$ cat src/rtl/jk_pkg.sv
// Shared types and JK truth-table constants for the JK register/counter bank.
package jk_pkg;

    typedef enum logic {JK_BANK, COUNTER} jk_mode_t;

    // {J,K} encodings
    localparam logic [1:0] JK_HOLD = 2'b00;
    localparam logic [1:0] JK_CLR  = 2'b01;
    localparam logic [1:0] JK_SET  = 2'b10;
    localparam logic [1:0] JK_TOG  = 2'b11;

    function automatic logic jk_next(input logic j, input logic k, input logic q);
        logic n;
        n = q;
        case ({j, k})
            JK_HOLD: n = q;
            JK_CLR:  n = 1'b0;
            JK_SET:  n = 1'b1;
            JK_TOG:  n = ~q;
            default: n = q;
        endcase
        return n;
    endfunction

endpackage

$ cat src/rtl/jk_edge_det.sv
// Detects the qualifying edge of the emulated netlist clock in the MasterClock domain.
module jk_edge_det #(
    parameter bit FALL_EDGE = 1'b0
) (
    input  logic MasterClock,
    input  logic ResetL,
    input  logic CLK,
    output logic EDGE
);

    logic r_clk_d;
    logic w_rise;
    logic w_fall;

    // Loading CLK during reset means a level held across release is not seen as an edge.
    always_ff @(posedge MasterClock) begin
        r_clk_d <= CLK;
    end

    assign w_rise = CLK & ~r_clk_d;
    assign w_fall = ~CLK & r_clk_d;
    assign EDGE   = ResetL & (FALL_EDGE ? w_fall : w_rise);

endmodule

$ cat src/rtl/jk_counter_bank.sv
// WIDTH-bit bank of JK flip-flops, either independent cells or a JK toggle-chain up-counter.
module jk_counter_bank
    import jk_pkg::*;
#(
    parameter int       WIDTH     = 4,
    parameter jk_mode_t MODE      = JK_BANK,
    parameter bit       FALL_EDGE = 1'b0
) (
    input  logic             MasterClock,
    input  logic             ResetL,
    input  logic             CLK,
    input  logic [WIDTH-1:0] J,
    input  logic [WIDTH-1:0] K,
    input  logic             R,
    input  logic             LD,
    input  logic [WIDTH-1:0] D,
    input  logic             CE,
    output logic [WIDTH-1:0] Q,
    output logic [WIDTH-1:0] QB,
    output logic             CO,
    output logic             EDGE
);

    logic [WIDTH-1:0] r_q;
    logic [WIDTH-1:0] w_nxt;
    logic             w_edge;

    jk_edge_det #(.FALL_EDGE(FALL_EDGE)) u_edge (
        .MasterClock (MasterClock),
        .ResetL      (ResetL),
        .CLK         (CLK),
        .EDGE        (w_edge)
    );

    generate
        if (MODE == JK_BANK) begin : g_bank
            logic w_unused_bank;
            assign w_unused_bank = CE;
            for (genvar i = 0; i < WIDTH; i++) begin : g_bit
                assign w_nxt[i] = jk_next(J[i], K[i], r_q[i]);
            end
            assign CO = &r_q;
        end else begin : g_cnt
            logic [WIDTH:0] w_carry;
            logic           w_unused_cnt;
            assign w_unused_cnt = ^{J, K};
            // Prefix-AND toggle chain: bit i toggles when CE and all lower bits are 1.
            assign w_carry[0] = CE;
            for (genvar i = 0; i < WIDTH; i++) begin : g_bit
                assign w_nxt[i]     = r_q[i] ^ w_carry[i];
                assign w_carry[i+1] = w_carry[i] & r_q[i];
            end
            assign CO = w_carry[WIDTH];
        end
    endgenerate

    always_ff @(posedge MasterClock) begin
        if (!ResetL) begin
            r_q <= '0;
        end else if (w_edge) begin
            if (R)       r_q <= '0;
            else if (LD) r_q <= D;
            else         r_q <= w_nxt;
        end
    end

    assign Q    = r_q;
    assign QB   = ~r_q;
    assign EDGE = w_edge;

endmodule

$ cat config.mk
export PLATFORM = sky130hd
export DESIGN_NAME = jk_counter_bank
export DESIGN_NICKNAME = d
export VERILOG_FILES = /design/src/rtl/jk_pkg.sv /design/src/rtl/jk_edge_det.sv /design/src/rtl/jk_counter_bank.sv
export SDC_FILE = /design/constraint.sdc
export NUM_CORES = 1
export LEC_CHECK = 0
export ABC_AREA = 1
export BUFFER_PORTS_ARGS = -buffer_cell sky130_fd_sc_hd__buf_2
export CAP_MARGIN = 20
export CORE_AREA = 2 2 39 41
export CTS_CLUSTER_DIAMETER = 120
export DETAILED_ROUTE_END_ITERATION = 10
export DIE_AREA = 0 0 41 43
export PLACE_DENSITY = 0.62
export SLEW_MARGIN = 20
export SYNTH_ARGS = -nofsm -noshare
export SYNTH_HDL_FRONTEND = slang
export SYNTH_HIERARCHICAL = 1
export SYNTH_SLANG_ARGS = --single-unit
export TNS_END_PERCENT = 1
$ cat constraint.sdc
create_clock -name MasterClock -period 1.75 [get_ports MasterClock]
set_input_delay 0.35 -clock MasterClock [delete_from_list [all_inputs] [get_ports MasterClock]]
set_output_delay 0.35 -clock MasterClock [all_outputs]
set_load 0.02 [all_outputs]
* Yosys cells after proc, flatten, opt, wreduce, memory -nomap -nowiden
Index checks and enable logic that the tools add are counted.
** Word-level totals
- Bits of input ports :: 18
- Flip-flop bits (word level) :: 5
- Output and inout bits :: 10
** Operators by class
- Eq/ne operators :: 16
- Bitwise gates (word level) :: 8
- Reduce and logical (&&, ||, !) cells :: 9
- Muxes and demuxes :: 6
** Operators with widths (number)
- $eq 2x2->1 const B :: 8
- $ne 3x3->1 const B :: 4
- $pmux 1 s3 :: 4
- $eq 2x1->1 const B :: 4
- $logic_not 2->1 :: 4
- $mux 4 :: 2
- $reduce_and 2->1 :: 4
- $not 1->1 :: 5
- $not 4->4 :: 1
- $reduce_and 4->1 :: 1
- $and 1x1->1 :: 2

* Longest topological paths before layout
- Depth in word-level cells :: 4
- Depth in mapped cells :: 6
- Gate-level depth less buffers :: 6

* Cells and area by module
The synthesis kept the hierarchy.
** By module, submodules not included
- jk_counter_bank :: area an instance 312.8 um2, seq. area each 80.1 um2, instances 1, cells an instance 58
- jk_edge_det :: area an instance 30.0 um2, seq. area each 20.0 um2, instances 1, cells an instance 3

* Least setup slack after synthesis
OpenSTA, ideal clock, no wires.
- Path type :: reg2out
- Start :: reg r_q[1] (netlist: Q[1])
- End :: out CO
- Cell stages (with the launch flop) :: 3
- Path slack :: 0.014 ns
- Arrival :: 1.386 ns
- Data required time :: 1.400 ns
- Cell sequence :: dfxtp_1 inv_1 nor4_1
** Between the ends
- Word-level cells in the longest chain between the ends :: 1
** Ends and longest elaborated chain
- from (decl) :: line jk_counter_bank.sv:24 : logic [WIDTH-1:0] r_q;
- from (signal assigned) :: line jk_counter_bank.sv:63 : else r_q <= w_nxt;
- $reduce_and 4->1 :: line jk_counter_bank.sv:42 : assign CO = &r_q;
- to (decl) :: line jk_counter_bank.sv:20 : output logic CO,
No other way between the ends.

* Worst setup path in the final report
Ends and elaborated chain as after synthesis.

==> results_dict.tcl <==
set metrics [dict create \
    status "complete, no violations" \
    reg2reg_depth 5 \
    required_ps 1400 \
    final.setup_skew_ps 5.23 \
    area_delta_synth_final_pct 51.5 \
    synth_area_leader_cell "dfxtp_1" \
    holdPathStages 1 \
    wl_met3_um 59 \
    path_clk_slew_ps 50 \
    grt_max_degree 9 \
    synth_top_area_frac 0.292 \
    critPathMaxFanout 4 \
    synth_edf_count 0 \
    hold_start "CLK" \
    ys_async_sr_fraction 0 \
    drt_iter0_markers 6 \
    dr_total_vias 469 \
    synth_cells 61 \
    pre_cts_slack_ps 446 \
    avgSynthCellArea_um2 5.62 \
    coreArea_um2 1380 \
    rsz0062_at_grt "false" \
    dpl_cell_area_um2 493 \
    grtUsageTotal 0.120 \
    whs_ps 227 \
    tns_ps 0 \
    io_buffers 26 \
    htreeDepth 1 \
    hold_viol 0 \
    max-clock-path-buffers 2 \
    gr-total-overflow 0 \
    yosys_warnings 6 \
    r2r_start "u_edge/r_clk_d" \
    root_buffer "clkbuf_4" \
    end_kind "output port" \
    synth_area_leaders "dfxtp_1 (29%), nand2_1 (27%), a21oi_1 (12%)" \
    hold_path_class "primary input to flip-flop" \
    drt-met1-wl_um 435 \
    reg2reg_to "Q[1]" \
    crit_arrival_ps 1140 \
    clk_latency_ps 240 \
    ff2ff_setup_slack_ps 640 \
    synthesis.area_um2 343 \
    finalWirelength_um 985 \
    cp.buffers_inverters 2 \
    met2_length_um 490 \
    n_antenna_cell 0 \
    grt_pass1_wl_um 1440 \
    hpwl_um 803 \
    numCtsBuffers 3 \
    layout_min_cycle_time_ps 1490 \
    post-cts-setup-buffers 0 \
    yosysSeqAreaShare 0.292 \
    die_height_um 43 \
    path_class "flip-flop to output port" \
    power_density_nw_per_um2 611 \
    critPathMaxStageDelay_ps 380 \
    slew_headroom 0.838 \
    num_rows 14 \
    holdPathEnd "u_edge/r_clk_d" \
    worstMarginPinSlew_ps 243 \
    via_per_inst 4.38 \
    final_area_um2 519 \
    syn-num-nets 79 \
    die_w_um 41 \
    synth_flop_cell "dfxtp_1" \
    synthTopCellsByCount "nand2_1 (25), a21oi_1 (8), inv_1 (8), nand3_1 (8), dfxtp_1 (5)" \
    fmax_ghz 0.672 \
    max-vdd-ir-drop_uv 365 \
    crit_family "flip-flops" \
    dr.max_layer_used "met3" \
    grt_pass1_vias 385 \
    yosysMostFrequentCell "nand2_1" \
    layout-drive-gt1-share 0.341 \
    antenna_found_initial 0 \
    dr.pass1.iters 3 \
    layout.nets 110 \
    setup_violations 0 \
    ant_nets 0 \
    yosys_register_bits 5 \
    start_util 0.248 \
    fin_ws_ps 261 \
    io_pins 28 \
    synthDistinctLibCells 9 \
    leakage_nw 0.256 \
    clock_sink_count 5 \
    path_cells "inv_1 > nor4_1 > buf_2" \
    die-area_um2 1760 \
    drc_errors 0 \
    tritoncts "built" \
    wire_per_inst_um 9.21 \
    gp_congestion 0.780 \
    cts_resized 0 \
    min_period_over_period 0.851 \
    maxCapViolations 0 \
    drv_slew 0 \
    worstSetupStartpointType "flip-flop" \
    cp_slowest_cell "dfxtp_1" \
    holdBufCountCts 0 \
]
-- cells in the final DEF, fill, tap and decap left out, drive strengths merged --
master	count
nor4	1
dfxtp	5
clkbuf	4
inv	8
nand2	25
buf	26
nand3	8
nor2	6
a21oi	8
-- layer usage --
| metal | GRT usage | up-vias |
|---|---|---|
| li1 | - | 258 |
| met4 | 0.0600 | 0 |
| met2 | 0.178 | 12 |
| met5 | 0 | - |
| met3 | 0.0471 | 0 |
| met1 | 0.145 | 199 |
-- area by class of cell --
| cell class | instances | area (µm²) |
|---|---|---|
| well taps | 16 | 20.0 |
| flip-flops and latches | 5 | 100 |
| inverters | 8 | 30.0 |
| repair buffers | 26 | 130 |
| multi-input cells | 48 | 213 |
| clock buffers | 4 | 26.3 |
| fillers | 162 | 865 |
-- worst max-delay path by stage --
stage	slack [ps]	end	startpoint	cells after the start
after global placement	480	EDGE	ResetL	4
after global routing	200	CO	Q[1]	3
after CTS	250	CO	Q[1]	3
final	260	CO	Q[1]	3
after detailed placement	450	Q[1]	ResetL	7
after floorplan	10	CO	Q[1]	2
-- metrics by stage --
stage	cells	total power, mW	util
final	107	0.317	0.375
after global routing	107	0.341	0.375
after CTS	107	0.324	0.375
after detailed placement	103	0.186	0.356
after global placement	103	0.185	0.356
after floorplan	61	0.154	-
-- logic make-up (layout without fill, tap and decap cells) --
| logic type | after synthesis | count (layout) | synth area share |
|---|---|---|---|
| AO/OA/AOI/OAI | 8 | 8 | 0.117 |
| buffers and inverters | 8 | 38 | 0.0876 |
| flip-flops | 5 | 5 | 0.292 |
| AND/OR/NAND/NOR | 40 | 40 | 0.504 |
-- flip-flops by register name, indices dropped and copies added, names as in the netlist --
name / flops
u_edge/r_clk_d: 1
Q: 4
-- where the power goes --
| part | total, mW | switching, mW | internal (mW) | leakage [nW] |
|---|---|---|---|---|
| combinational | 0.0647 | 0.0380 | 0.0267 | 0.200 |
| clock | 0.133 | 0.0466 | 0.0862 | 0.0150 |
| sequential | 0.120 | 0.00227 | 0.117 | 0.0408 |
| total | 0.317 | 0.0868 | 0.230 | 0.256 |
Note: power is estimated with default switching activity, not from simulation.
